==> src/rtl/jtag_tap.sv <==
// IEEE 1149.1 TAP controller running entirely in the system clock domain.
// JTAG pins are oversampled; IDCODE, BYPASS and a 32-bit user data register are supported.
module jtag_tap #(
  parameter logic [31:0]       IDCODE  = 32'h10000DB3,
  parameter int unsigned       IR_LEN  = 5,
  parameter logic [IR_LEN-1:0] USER_IR = 5'h10
) (
  input  logic        clock,
  input  logic        reset,
  input  logic        jtag_TCK,
  input  logic        jtag_TMS,
  input  logic        jtag_TDI,
  input  logic        jtag_TRSTn,
  output logic        jtag_TDO_data,
  output logic        jtag_TDO_driven,
  input  logic [31:0] user_dr_in,
  output logic [31:0] user_dr_out,
  output logic        user_update,
  output logic [3:0]  tap_state
);

  localparam logic [3:0] S_TLR   = 4'd0;
  localparam logic [3:0] S_RTI   = 4'd1;
  localparam logic [3:0] S_SELDR = 4'd2;
  localparam logic [3:0] S_CAPDR = 4'd3;
  localparam logic [3:0] S_SHDR  = 4'd4;
  localparam logic [3:0] S_EX1DR = 4'd5;
  localparam logic [3:0] S_PAUDR = 4'd6;
  localparam logic [3:0] S_EX2DR = 4'd7;
  localparam logic [3:0] S_UPDDR = 4'd8;
  localparam logic [3:0] S_SELIR = 4'd9;
  localparam logic [3:0] S_CAPIR = 4'd10;
  localparam logic [3:0] S_SHIR  = 4'd11;
  localparam logic [3:0] S_EX1IR = 4'd12;
  localparam logic [3:0] S_PAUIR = 4'd13;
  localparam logic [3:0] S_EX2IR = 4'd14;
  localparam logic [3:0] S_UPDIR = 4'd15;

  localparam logic [IR_LEN-1:0] IR_IDCODE = {{(IR_LEN-1){1'b0}}, 1'b1};

  logic              r_tck_s1, r_tck_s2, r_tck_hist;
  logic              r_tms_s1, r_tms_s2;
  logic              r_tdi_s1, r_tdi_s2;
  logic              r_trst_s1, r_trst_s2;
  logic [1:0]        r_fill;
  logic [3:0]        r_state;
  logic [3:0]        w_next;
  logic [IR_LEN-1:0] r_ir;
  logic [IR_LEN-1:0] r_ir_shift;
  logic [31:0]       r_id_dr;
  logic [31:0]       r_user_dr;
  logic              r_bypass;
  logic              w_armed;
  logic              w_trst_n;
  logic              w_rise;
  logic              w_fall;
  logic              w_sel_id;
  logic              w_sel_user;
  logic              w_dr_lsb;

  // Edge detection stays disarmed until the history flop holds a real pin sample,
  // so a TCK held high across reset is not mistaken for a rise.
  always_ff @(posedge clock or posedge reset) begin
    if (reset) begin
      r_tck_s1   <= 1'b0;
      r_tck_s2   <= 1'b0;
      r_tck_hist <= 1'b0;
      r_tms_s1   <= 1'b0;
      r_tms_s2   <= 1'b0;
      r_tdi_s1   <= 1'b0;
      r_tdi_s2   <= 1'b0;
      r_trst_s1  <= 1'b1;
      r_trst_s2  <= 1'b1;
      r_fill     <= '0;
    end else begin
      r_tck_s1   <= jtag_TCK;
      r_tck_s2   <= r_tck_s1;
      r_tck_hist <= r_tck_s2;
      r_tms_s1   <= jtag_TMS;
      r_tms_s2   <= r_tms_s1;
      r_tdi_s1   <= jtag_TDI;
      r_tdi_s2   <= r_tdi_s1;
      r_trst_s1  <= jtag_TRSTn;
      r_trst_s2  <= r_trst_s1;
      if (r_fill != 2'd3) r_fill <= r_fill + 2'd1;
    end
  end

  assign w_armed  = (r_fill == 2'd3);
  assign w_trst_n = r_trst_s2;
  assign w_rise   = w_armed &  r_tck_s2 & ~r_tck_hist;
  assign w_fall   = w_armed & ~r_tck_s2 &  r_tck_hist;

  always_comb begin
    w_next = r_state;
    case (r_state)
      S_TLR:   w_next = r_tms_s2 ? S_TLR   : S_RTI;
      S_RTI:   w_next = r_tms_s2 ? S_SELDR : S_RTI;
      S_SELDR: w_next = r_tms_s2 ? S_SELIR : S_CAPDR;
      S_CAPDR: w_next = r_tms_s2 ? S_EX1DR : S_SHDR;
      S_SHDR:  w_next = r_tms_s2 ? S_EX1DR : S_SHDR;
      S_EX1DR: w_next = r_tms_s2 ? S_UPDDR : S_PAUDR;
      S_PAUDR: w_next = r_tms_s2 ? S_EX2DR : S_PAUDR;
      S_EX2DR: w_next = r_tms_s2 ? S_UPDDR : S_SHDR;
      S_UPDDR: w_next = r_tms_s2 ? S_SELDR : S_RTI;
      S_SELIR: w_next = r_tms_s2 ? S_TLR   : S_CAPIR;
      S_CAPIR: w_next = r_tms_s2 ? S_EX1IR : S_SHIR;
      S_SHIR:  w_next = r_tms_s2 ? S_EX1IR : S_SHIR;
      S_EX1IR: w_next = r_tms_s2 ? S_UPDIR : S_PAUIR;
      S_PAUIR: w_next = r_tms_s2 ? S_EX2IR : S_PAUIR;
      S_EX2IR: w_next = r_tms_s2 ? S_UPDIR : S_SHIR;
      S_UPDIR: w_next = r_tms_s2 ? S_SELDR : S_RTI;
      default: w_next = S_TLR;
    endcase
  end

  always_ff @(posedge clock or posedge reset) begin
    if (reset) begin
      r_state    <= S_TLR;
      r_ir       <= IR_IDCODE;
      r_ir_shift <= '0;
    end else if (!w_trst_n) begin
      r_state <= S_TLR;
      r_ir    <= IR_IDCODE;
    end else if (w_rise) begin
      r_state <= w_next;
      case (r_state)
        S_CAPIR: r_ir_shift <= IR_IDCODE;
        S_SHIR:  r_ir_shift <= {r_tdi_s2, r_ir_shift[IR_LEN-1:1]};
        S_UPDIR: r_ir       <= r_ir_shift;
        default: ;
      endcase
      if (w_next == S_TLR) r_ir <= IR_IDCODE;
    end
  end

  // IDCODE takes precedence should USER_IR ever be configured to the same code.
  assign w_sel_id   = (r_ir == IR_IDCODE);
  assign w_sel_user = !w_sel_id && (r_ir == USER_IR);
  assign w_dr_lsb   = w_sel_id ? r_id_dr[0] : (w_sel_user ? r_user_dr[0] : r_bypass);

  always_ff @(posedge clock or posedge reset) begin
    if (reset) begin
      r_id_dr   <= '0;
      r_user_dr <= '0;
      r_bypass  <= 1'b0;
    end else if (w_trst_n && w_rise) begin
      case (r_state)
        S_CAPDR: begin
          if (w_sel_id)        r_id_dr   <= IDCODE;
          else if (w_sel_user) r_user_dr <= user_dr_in;
          else                 r_bypass  <= 1'b0;
        end
        S_SHDR: begin
          if (w_sel_id)        r_id_dr   <= {r_tdi_s2, r_id_dr[31:1]};
          else if (w_sel_user) r_user_dr <= {r_tdi_s2, r_user_dr[31:1]};
          else                 r_bypass  <= r_tdi_s2;
        end
        default: ;
      endcase
    end
  end

  always_ff @(posedge clock or posedge reset) begin
    if (reset) begin
      user_dr_out <= '0;
      user_update <= 1'b0;
    end else begin
      user_update <= 1'b0;
      if (w_trst_n && w_rise && (r_state == S_UPDDR) && w_sel_user) begin
        user_dr_out <= r_user_dr;
        user_update <= 1'b1;
      end
    end
  end

  always_ff @(posedge clock or posedge reset) begin
    if (reset) begin
      jtag_TDO_data   <= 1'b0;
      jtag_TDO_driven <= 1'b0;
    end else if (!w_trst_n) begin
      jtag_TDO_driven <= 1'b0;
    end else if (w_fall) begin
      case (r_state)
        S_SHIR: begin
          jtag_TDO_data   <= r_ir_shift[0];
          jtag_TDO_driven <= 1'b1;
        end
        S_SHDR: begin
          jtag_TDO_data   <= w_dr_lsb;
          jtag_TDO_driven <= 1'b1;
        end
        default: jtag_TDO_driven <= 1'b0;
      endcase
    end
  end

  assign tap_state = r_state;

endmodule

==> config.mk <==
export PLATFORM = sky130hd
export DESIGN_NAME = jtag_tap
export DESIGN_NICKNAME = d
export VERILOG_FILES = /design/src/rtl/jtag_tap.sv
export SDC_FILE = /design/constraint.sdc
export NUM_CORES = 1
export LEC_CHECK = 0
export ABC_AREA = 1
export CAP_MARGIN = 25
export CELL_PAD_IN_SITES_DETAIL_PLACEMENT = 1
export CELL_PAD_IN_SITES_GLOBAL_PLACEMENT = 1
export CORE_ASPECT_RATIO = 1.25
export CORE_MARGIN = 2
export CORE_UTILIZATION = 44
export DETAILED_ROUTE_END_ITERATION = 7
export PLACE_DENSITY = 0.92
export SYNTH_ARGS = -nofsm -noshare
export SYNTH_HDL_FRONTEND = slang
export SYNTH_SLANG_ARGS = --single-unit
export TNS_END_PERCENT = 5
==> constraint.sdc <==
create_clock -name clock -period 11.05 [get_ports clock]
set_clock_uncertainty 0.2 [all_clocks]
set_input_delay 1.6575 -clock clock [delete_from_list [all_inputs] [get_ports clock]]
set_output_delay 1.6575 -clock clock [all_outputs]
set_load 0.005 [all_outputs]
Yosys cells after proc, flatten, opt, wreduce, memory -nomap -nowiden
Index checks and enable logic that the tools add are counted.
{ "word_totals": {"ff_bits": 125, "inputBits": 38, "output_inout_bits": 39} }
{ "classes": {"addsub": 1, "eq_ne": 30, "muxes": 40, "bitwise_logic": 6, "n_reduce_logical": 20} }
{ "op_table": {"columns": ["operator", "count"], "rows": [
  ["32-bit two-way mux", 6],
  ["32-bit one-hot mux with 2 select lines", 2],
  ["4-bit one-hot mux with 12 select lines", 1],
  ["4-bit equality test, second input constant", 8],
  ["4-bit two-way mux", 6],
  ["5-bit two-way mux", 4],
  ["2-bit inequality test, second input constant", 9],
  ["4-bit by 3-bit equality test with 1-bit output, second input constant", 4],
  ["1-bit two-way mux", 13],
  ["6-bit AND reduction", 2],
  ["5-bit one-hot mux with 2 select lines", 1],
  ["4-bit by 2-bit equality test with 1-bit output, second input constant", 2],
  ["4-bit zero test", 2],
  ["2-bit two-way mux", 3],
  ["3-bit two-way mux", 2],
  ["3-bit AND reduction", 2],
  ["2-bit nonzero test", 3],
  ["2-bit OR reduction", 3],
  ["5-bit by 1-bit equality test with 1-bit output, second input constant", 1],
  ["5-bit equality test, second input constant", 1],
  ["1-bit AND", 4],
  ["4-bit by 1-bit equality test with 1-bit output, second input constant", 1],
  ["1-bit logical AND", 4],
  ["2-bit by 1-bit inequality test with 1-bit output, second input constant", 2],
  ["9 further kinds", 11]
]} }

Depth between registers and ports, before layout
Gate-level depths: netlist of the first run.
{ "depth": {"depth_word": 7, "mapped_depth": 13, "ltp_nobuf": 12} }

Worst setup path after synthesis of the first run
No wires, ideal clock.
{ "synth_timing": {"path_type": "reg2out", "start": "register r_state[1] (netlist: tap_state[1])", "end": "output tap_state[1]", "arrival_time_ns": 0.421, "slack_ns": 8.772, "path_stages_with_launch": 1, "path_buffers": 0, "cell_sequence": "dfrtp_1"} }
{ "synth_lines": {"columns": ["element", "line_no", "source"], "rows": [
  ["start, declared", "46", "logic [3:0] r_state;"],
  ["start signal, assigned", "126", "r_state <= w_next;"],
  ["end, declared", "19", "output logic [3:0] tap_state"]
]} }
No word-level cell between the ends.

Final worst setup path of the first run
{ "layout_timing": {"start": "register r_state[0] (netlist: tap_state[0])", "end": "output tap_state[0]"} }
No word-level cell between the ends.

==> results of run 1 <==
-- power by group through the flow --
stage	clock, uW	sequential [uW]	combinational, uW
after floorplan	0	471	18.4
after global placement	0	472	36.3
after detailed placement	0	472	39.4
after CTS	570	464	40.7
after global routing	593	465	43.9
final	563	464	40.0
-- flip-flops by register name, summed over array words and instances, names as in the netlist, 2 cells and up --
name / cells
r_ir_shift: 5
user_dr_out: 32
r_fill: 2
tap_state: 4
r_user_dr: 32
r_ir: 5
r_id_dr: 32
-- area by class of cell --
| cell class | instances | area (um^2) |
|---|---|---|
| clock buffer | 17 | 425 |
| clock inverter | 15 | 173 |
| sequential | 125 | 3130 |
| inverter | 38 | 145 |
| fill | 1363 | 5120 |
| multi-input combinational | 413 | 1950 |
| tap | 164 | 205 |
| timing repair buffer | 82 | 846 |
-- placed cells by master, fill, tap and decap left out, drive strengths merged --
cell           count
clkinv             9
o22ai              2
nor3               3
clkbuf            17
clkinvlp           3
nand2            228
dfrtp            122
ha                 1
nand3             49
nand4              2
buf                6
dfstp              3
o21ai             53
bufinv             3
a21oi              3
a22o               1
mux2i             30
clkdlybuf4s50     76
inv               38
xnor2              1
a31oi              1
o2111ai            1
nor2              38
-- Yosys cell counts (all sizes together) --
library cell	n
nand2	228
dfrtp	122
o21ai	53
nand3	49
nor2	38
inv	37
mux2i	30
buf	16
clkbuf	11
a21oi	3
dfstp	3
nor3	3
nand4	2
o22ai	2
a22o	1
a31oi	1
clkinv	1
ha	1
o2111ai	1
xnor2	1
-- per-layer routing --
layer | wire (um) | share of wire (%) | vias to the layer above | global-route usage, %
met5 | 0 | 0 | - | 0
met4 | 374 | 2.5 | 0 | 10.9
met3 | 558 | 3.7 | 38 | 6.78
met2 | 7990 | 53 | 120 | 42.8
met1 | 6010 | 40 | 2281 | 28.5
li1 | - | - | 2078 | -
-- metrics by stage --
stage | std cells | util (%) | setup slack (ns) | cell area [um^2] | power, uW
after floorplan | 603 | - | 5.87 | 5340 | 489
after global placement | 820 | 51.9 | 7.27 | 6220 | 508
after detailed placement | 822 | 52.3 | 7.56 | 6280 | 512
after CTS | 854 | 57.3 | 7.59 | 6870 | 1080
after global routing | 854 | 57.3 | 7.50 | 6870 | 1100
final | 854 | 57.3 | 7.61 | 6870 | 1070
-- logic make-up (layout without fill, tap and decap cells) --
| logic type | Yosys count | after routing | share of synthesized area [%] |
|---|---|---|---|
| XOR/XNOR | 1 | 1 | 0.164 |
| flip-flops | 125 | 125 | 58.6 |
| AND/OR/NAND/NOR | 320 | 320 | 24.4 |
| buffers and inverters | 65 | 152 | 4.99 |
| adder cells (fa/ha/maj) | 1 | 1 | 0.234 |
| AO/OA/AOI/OAI | 61 | 61 | 5.93 |
| multiplexers | 30 | 30 | 5.62 |
-- worst paths after layout --
kind,to,depth (start not counted)
min,r_tdi_s2,0
min reg2reg,r_tdi_s2,0
min in group asynchronous,user_dr_out[24],2
max in group asynchronous,r_id_dr[7],4
max,tap_state[0],1
max reg2reg,r_ir[1],12
==> results.json, run 1 <==
{
  "ir_worst_vdd_v": 0.0000788,
  "ctsHoldBuffers": 0,
  "finalCriticalPeriod_ns": 3.44,
  "cp_class": "register to output port",
  "ys_ff_latch": 125,
  "startpoint": "tap_state[0]",
  "cts_made_buffers": 17,
  "r2r_setup_slack_ns": 7.87,
  "setup_violations": 0,
  "critPathBufInv": 1,
  "cp_slowest_stage_delay_ns": 0.59,
  "critical-path-top-delay-family": "flip-flops",
  "synth_area_leaders": "sky130_fd_sc_hd__dfrtp_1 57%, sky130_fd_sc_hd__nand2_1 16%, sky130_fd_sc_hd__mux2i_1 5.6%",
  "design.portCount": 77,
  "crit_path_max_fanout": 12,
  "layout-area-overhead-vs-synth_pct": 28.7,
  "routed_via_density": 5.29,
  "drtAntennaViolNets": 0,
  "cts.reportedPaths.clkPinSlew_ns": 0.06,
  "fp.dieArea_um2": 13000,
  "netlist_area_before_placement_um2": 5340,
  "floorplan.core_area_um2": 12000,
  "detailedPlacementHpwl_um": 9640,
  "netlist.top_cell.by_area": "sky130_fd_sc_hd__dfrtp_1",
  "drc": 0,
  "hold_start": "r_tdi_s1",
  "grt_antenna_before_repair": 0,
  "timing_max_transition_violations_final": 0,
  "timing.critical_path.from_type": "register",
  "leakage_uw": 0.00372,
  "cts_htree_levels": 4,
  "syn_avg_cell_area_um2": 8.86,
  "outcome": "completed",
  "pwr-share-comb_pct": 3.7,
  "syn_nets": 642,
  "globalRouteOverflowTotal": 0,
  "yosysWarnings": 0,
  "setup_fix_bufs_post_cts": 0,
  "clockRootBuffer": "sky130_fd_sc_hd__clkbuf_16",
  "final_layout_size_suffix_gt1_share_pct": 7.97,
  "clockBufferDepth": 2,
  "hold_viol": 0,
  "min_path_type": "register to register",
  "critical_path.cell_chain": "clkdlybuf4s50_1",
  "timing.fmax_mhz": 290,
  "floorplan.rows": 45,
  "largest_net_degree_at_the_start_of_global_routing": 56,
  "timing.rr.start": "tap_state[0]",
  "synth_largest_type_area_fraction_pct": 57.2,
  "netSwitchingPower_uw": 235,
  "wl_um": 14900,
  "synth_sequential_area_ratio_pct": 58.6,
  "tritoncts": "done",
  "post_synth_num_cell_types": 27,
  "power.switching_fraction_pct": 22.0,
  "die_width_um": 103,
  "violation_count_after_the_first_detailed_route_iteration": 222,
  "gp_routability_congestion": 0.851,
  "grt_setup_unrepaired": "false",
  "clkPwrFrac_pct": 52.7,
  "power.internal_uw": 832,
  "final.setup.tns_ns": 0,
  "wire_length_of_the_first_global_routing_pass_um": 24700,
  "max-cap-violations": 0,
  "cp-end-kind": "output port",
  "cp_slowest_cell": "sky130_fd_sc_hd__dfrtp_1",
  "syn_inst": 603,
  "cts_num_sinks": 125,
  "first_global_vias": 5019,
  "power_density_over_cell_area_nw_per_um2": 155,
  "whs_ns": 0.148,
  "p_seq_share_pct": 43.5,
  "arrival_ns": 1.59,
  "relative_slew_slack_pct": 49.2,
  "nets": 716,
  "drt_pass1_iterations": 4,
  "wl_per_cell_um": 17.5,
  "die_h_um": 127,
  "timing.final.crit_share_pct": 31.2,
  "via_count": 4517,
  "post_cts_resize_count": 0,
  "worst_pin_slew_ns": 0.758,
  "port_buffers": 76,
  "critical_path_required_ns": 9.19,
  "initial_core_util_pct": 44.5,
  "insertedDiodeCount": 0,
  "worstSkewPairLatency_ns": 0.42,
  "globalRouteTotalUtil_pct": 24.8
}
Power figures use the tool's default switching activity.
==> run 2: changes to the inputs <==
--- a/config.mk
+++ b/config.mk
@@ -11,9 +11,9 @@
 export CELL_PAD_IN_SITES_GLOBAL_PLACEMENT = 1
 export CORE_ASPECT_RATIO = 1.25
 export CORE_MARGIN = 2
-export CORE_UTILIZATION = 44
+export CORE_UTILIZATION = 41
 export DETAILED_ROUTE_END_ITERATION = 7
-export PLACE_DENSITY = 0.92
+export PLACE_DENSITY = 0.87
 export SYNTH_ARGS = -nofsm -noshare
 export SYNTH_HDL_FRONTEND = slang
 export SYNTH_SLANG_ARGS = --single-unit
==> constraint.sdc (replaced) <==
create_clock -name clock -period 3.5 [get_ports clock]
set_clock_uncertainty 0.2 [all_clocks]
set_input_delay 0.525 -clock clock [delete_from_list [all_inputs] [get_ports clock]]
set_output_delay 0.525 -clock clock [all_outputs]
set_load 0.005 [all_outputs]
==> run 2 against run 1 <==
Net effect: worst setup slack worse by 6.8 ns; clock power grew to 3.3 times the previous value; global-route usage is 2.4 points lower; largest cell class unchanged; design area is 0.47% higher; critical path type is now register to register; combinational power grew to 3.1 times the previous value; highest routed layer unchanged; critical endpoint is now r_user_dr[31].
==> results.json, run 2 (synthesized netlist as in run 1, its figures left out) <==
{
  "gp_routability_congestion": 0.824,
  "port_buffers": 76,
  "via_count": 4436,
  "cp_class": "register to register",
  "worst_pin_slew_ns": 0.723,
  "final_layout_size_suffix_gt1_share_pct": 7.97,
  "reg.largest.list": "r_id_dr x32, r_user_dr x32, user_dr_out x32",
  "initial_core_util_pct": 42.0,
  "clockRootBuffer": "sky130_fd_sc_hd__clkbuf_16",
  "ctsHoldBuffers": 0,
  "clockBufferDepth": 2,
  "largest_net_degree_at_the_start_of_global_routing": 126,
  "cp-end-kind": "register",
  "critical_path_required_ns": 3.61,
  "setup_fix_bufs_post_cts": 0,
  "detailedPlacementHpwl_um": 8990,
  "design.portCount": 77,
  "timing.final.crit_share_pct": 77.9,
  "fp.dieArea_um2": 14000,
  "wl_um": 14600,
  "layout.cells.most_common": "sky130_fd_sc_hd__nand2_1",
  "tritoncts": "done",
  "worstSkewPairLatency_ns": 0.42,
  "first_global_vias": 4908,
  "finalCriticalPeriod_ns": 2.73,
  "highest_count_cells_in_the_layout_ignoring_fill_and_taps": "225 x sky130_fd_sc_hd__nand2_1, 122 x sky130_fd_sc_hd__dfrtp_1, 76 x sky130_fd_sc_hd__clkdlybuf4s50_1",
  "power_density_over_cell_area_nw_per_um2": 502,
  "hold_viol": 0,
  "grt_setup_unrepaired": "false",
  "r2r_setup_slack_ns": 0.77,
  "wire_length_of_the_first_global_routing_pass_um": 24500,
  "ir_worst_vdd_v": 0.000317,
  "globalRouteOverflowTotal": 0,
  "timing.critical_path.from_type": "register",
  "insertedDiodeCount": 0,
  "outcome": "completed",
  "dp_slack_ns": 0.618,
  "worstReg2RegEnd": "r_user_dr[31]",
  "post_cts_resize_count": 0,
  "cts_htree_levels": 4,
  "whs_ns": 0.150,
  "die_h_um": 132,
  "max-cap-violations": 0,
  "drt_pass1_iterations": 4,
  "startpoint": "tap_state[0]",
  "grt_antenna_before_repair": 0,
  "die_width_um": 106,
  "leakage_uw": 0.00372,
  "routed_via_density": 5.17,
  "setup_violations": 0,
  "floorplan.rows": 46,
  "cts.reportedPaths.clkPinSlew_ns": 0.06,
  "final.setup.tns_ns": 0,
  "drtAntennaViolNets": 0,
  "min_path_type": "register to register",
  "postLayoutSetupSlackWorst_ns": 0.773,
  "crit_path_max_fanout": 26,
  "arrival_ns": 2.83,
  "timing.fmax_mhz": 367,
  "relative_slew_slack_pct": 51.5,
  "timing.rr.start": "tap_state[0]",
  "design_area_um2": 6910,
  "drc": 0,
  "timing_max_transition_violations_final": 0,
  "globalRouteTotalUtil_pct": 22.5,
  "violation_count_after_the_first_detailed_route_iteration": 192,
  "placedInstanceArea_um2": 6250,
  "layout-area-overhead-vs-synth_pct": 29.3,
  "cts_made_buffers": 17,
  "timing.reg2reg.worst_path_depth": 8,
  "wl_per_cell_um": 17.0,
  "worst_setup_path_endpoint": "r_user_dr[31]",
  "floorplan.core_area_um2": 12700,
  "nets": 716,
  "cts_num_sinks": 125
}
## run 2: per-layer routing
layer  up-vias  track usage [%]  routed length [um]  part of all wire [%]
met1      2219             26.3                6110                    42
met3        38             4.86                 485                   3.3
met2       102             39.2                7590                    52
met4         0             10.1                 431                   2.9
li1       2077                -                   -                     -
met5         -                0                   0                     0
## run 2: area by class of cell
class	count	area, um^2
fill	1442	5810
sequential	125	3130
multi-input combinational	413	1950
timing repair buffer	82	838
clock buffer	18	439
tap	168	210
clock inverter	14	193
inverter	38	146
## run 2: power by group
group	internal, uW	total (uW)	switching, uW	leakage (uW)
Clock	1210	1880	667	0.000302
Sequential	1460	1470	9.15	0.00154
Combinational	54.5	122	68.0	0.00188
Total	2720	3470	745	0.00372
## run 2: how the worst min path moves through the flow
stage | startpoint | to | slack, ns | cells after the start
floorplan | r_tck_s1 | r_tck_s2 | 0.13 | 0
global placement | r_tms_s1 | r_tms_s2 | 0.13 | 0
detailed placement | r_tdi_s1 | r_tdi_s2 | 0.14 | 0
CTS | r_tdi_s1 | r_tdi_s2 | 0.15 | 0
global route | r_trst_s1 | r_trst_s2 | 0.16 | 0
finish | r_tdi_s1 | r_tdi_s2 | 0.15 | 0
## run 2: stage by stage
step	total power (uW)	std cells	util [%]
floorplan	1540	603	-
global placement	1610	825	49.1
detailed placement	1610	825	49.1
CTS	3490	857	54.1
global route	3580	858	54.3
finish	3470	858	54.3
## run 2: critical path, stage by stage, from the launching register on
cell and delay (ns):
sky130_fd_sc_hd__dfrtp_1 0.57, sky130_fd_sc_hd__nor2_1 0.16, sky130_fd_sc_hd__nand2_2 0.09, sky130_fd_sc_hd__buf_4 0.29, sky130_fd_sc_hd__clkinv_1 0.66, sky130_fd_sc_hd__nand2_1 0.36, sky130_fd_sc_hd__nand2_1 0.11, sky130_fd_sc_hd__nor2_1 0.12
sky130_fd_sc_hd__a21oi_1 0.05
==> run 3: changes to the inputs <==
--- a/config.mk
+++ b/config.mk
@@ -11,9 +11,9 @@
 export CELL_PAD_IN_SITES_GLOBAL_PLACEMENT = 1
 export CORE_ASPECT_RATIO = 1.25
 export CORE_MARGIN = 2
-export CORE_UTILIZATION = 41
+export CORE_UTILIZATION = 37
 export DETAILED_ROUTE_END_ITERATION = 7
-export PLACE_DENSITY = 0.87
+export PLACE_DENSITY = 0.84
 export SYNTH_ARGS = -nofsm -noshare
 export SYNTH_HDL_FRONTEND = slang
 export SYNTH_SLANG_ARGS = --single-unit
==> constraint.sdc (replaced) <==
create_clock -name clock -period 2.3 [get_ports clock]
set_clock_uncertainty 0.2 [all_clocks]
set_input_delay 0.345 -clock clock [delete_from_list [all_inputs] [get_ports clock]]
set_output_delay 0.345 -clock clock [all_outputs]
set_load 0.005 [all_outputs]
==> run 3 against run 2 <==
Net effect: utilization down 5.4 points; largest cell class unchanged; clock-buffer cell count down 1; cell count is 2.2% higher; largest power group unchanged; highest routed layer unchanged; critical path depth grew 4; global-route usage fell by 2.0 points; wire length rose by 1.1%; worst hold slack lost 0.057 ns; sequential power up 52%; combinational power increased by 61%.
==> results.json, run 3 (synthesized netlist as in run 1, its figures left out) <==
{
  "cts.reportedPaths.clkPinSlew_ns": 0.06,
  "cts_htree_levels": 4,
  "insertedDiodeCount": 0,
  "final_layout_size_suffix_gt1_share_pct": 9.44,
  "ir_worst_vdd_v": 0.000327,
  "wl_per_cell_um": 16.9,
  "critical_path_required_ns": 2.39,
  "cts_num_sinks": 125,
  "layout.cells.most_common": "sky130_fd_sc_hd__nand2_1",
  "arrival_ns": 2.22,
  "final.setup.tns_ns": 0,
  "detailedPlacementHpwl_um": 9590,
  "timing_max_transition_violations_final": 0,
  "clockBufferDepth": 2,
  "drt_pass1_iterations": 4,
  "initial_core_util_pct": 37.5,
  "timing.fmax_mhz": 468,
  "leakage_uw": 0.00373,
  "final_design_utilization_pct": 48.9,
  "tritoncts": "done",
  "die_width_um": 111,
  "die_h_um": 138,
  "violation_count_after_the_first_detailed_route_iteration": 242,
  "reg_area_um2": 3130,
  "critical_path.cell_chain": "inv_1, nor2_1, nand2_1, nand3_1, nand2_1, inv_1, nor2_1, nand3_2, nand3_2, nand2_2, nand2_1, nand2_1",
  "relative_slew_slack_pct": 60.4,
  "timing.reg2reg.worst_path_depth": 12,
  "cp_slowest_cell": "sky130_fd_sc_hd__dfrtp_1",
  "timing.rr.start": "tap_state[3]",
  "wire_length_of_the_first_global_routing_pass_um": 25200,
  "setup_violations": 0,
  "timing.final.crit_share_pct": 92.9,
  "layout-area-overhead-vs-synth_pct": 30.2,
  "cp_class": "register to register",
  "globalRouteOverflowTotal": 0,
  "fillerInstances": 1665,
  "crit_top_cell": "sky130_fd_sc_hd__nand2_1",
  "postLayoutSetupSlackWorst_ns": 0.164,
  "dp_slack_ns": 0.179,
  "drtAntennaViolNets": 0,
  "port_buffers": 76,
  "globalRouteTotalUtil_pct": 20.5,
  "worst_pin_slew_ns": 0.593,
  "power_density_over_cell_area_nw_per_um2": 732,
  "timing.critical_path.from_type": "register",
  "r2r_setup_slack_ns": 0.16,
  "worstReg2RegEnd": "r_ir[4]",
  "first_global_vias": 4989,
  "reg.largest.list": "r_id_dr x32, r_user_dr x32, user_dr_out x32",
  "min_path_type": "input pin to asynchronous set/reset pin",
  "floorplan.rows": 49,
  "max-cap-violations": 0,
  "clockRootBuffer": "sky130_fd_sc_hd__clkbuf_16",
  "hold_viol": 0,
  "grt_antenna_before_repair": 0,
  "whs_ns": 0.0933,
  "highest_count_cells_in_the_layout_ignoring_fill_and_taps": "225 x sky130_fd_sc_hd__nand2_1, 121 x sky130_fd_sc_hd__dfrtp_1, 76 x sky130_fd_sc_hd__clkdlybuf4s50_1",
  "cp_slowest_stage_delay_ns": 0.44,
  "nets": 725,
  "worstSkewPairLatency_ns": 0.42,
  "drc": 0,
  "grt_setup_unrepaired": "false",
  "routed_via_density": 5.06,
  "fp.dieArea_um2": 15400,
  "crit_path_max_fanout": 6,
  "cts_made_buffers": 17,
  "area_used_by_multi_input_combinational_logic_um2": 1950,
  "largest_net_degree_at_the_start_of_global_routing": 40,
  "finalCriticalPeriod_ns": 2.14,
  "design.portCount": 77,
  "wl_um": 14800,
  "outcome": "completed",
  "ctsHoldBuffers": 0,
  "cp-end-kind": "register",
  "gp_routability_congestion": 0.884,
  "floorplan.core_area_um2": 14200,
  "via_count": 4438
}
[run 3: worst max-delay path by stage]
stage / startpoint / to
after floorplan: reset / jtag_TDO_data
after global placement: tap_state[3] / r_ir[4]
after detailed placement: tap_state[2] / r_ir[4]
after CTS: tap_state[2] / r_ir[4]
after global routing: tap_state[1] / r_ir[4]
final: tap_state[3] / r_ir[4]
[run 3: cell type report]
cell class                 count  share of cell area, %
clock buffer                  17                   6.12
clock inverter                15                   2.30
inverter                      38                   2.11
multi-input combinational    413                   28.1
sequential                   125                   45.1
tap                          178                   3.20
timing repair buffer          91                   13.2
[run 3: what timing repair did]
action	CTS	global route
buffers inserted	0	0
resized for setup	0	3
setup endpoints to repair	0	5
[run 3: routing by layer]
| metal | vias to the layer above | share of wire, % | track usage (%) |
|---|---|---|---|
| li1 | 2094 | - | - |
| met1 | 2223 | 41 | 23.9 |
| met2 | 89 | 53 | 36.2 |
| met3 | 32 | 3.2 | 4.56 |
| met4 | 0 | 2.8 | 8.90 |
| met5 | - | 0 | 0 |
[run 3: where the power goes]
part | internal (uW) | leakage [uW] | switching [uW]
registers | 2220 | 0.00154 | 13.4
clock network | 1610 | 0.000274 | 1050
logic | 92.6 | 0.00192 | 105
[run 3: worst max-delay path: cells and delay by family (launching register included)]
kind          cells  cell delay, ns
flops             1            0.44
buf+inv           2            0.15
simple gates     10            1.21
[run 3: through the flow]
step | cell area (um^2) | std cells | total power, uW
after floorplan | 5340 | 603 | 2350
after global placement | 6360 | 845 | 2460
after detailed placement | 6360 | 845 | 2470
after CTS | 6950 | 877 | 5140
after global routing | 6950 | 877 | 5250
final | 6950 | 877 | 5090
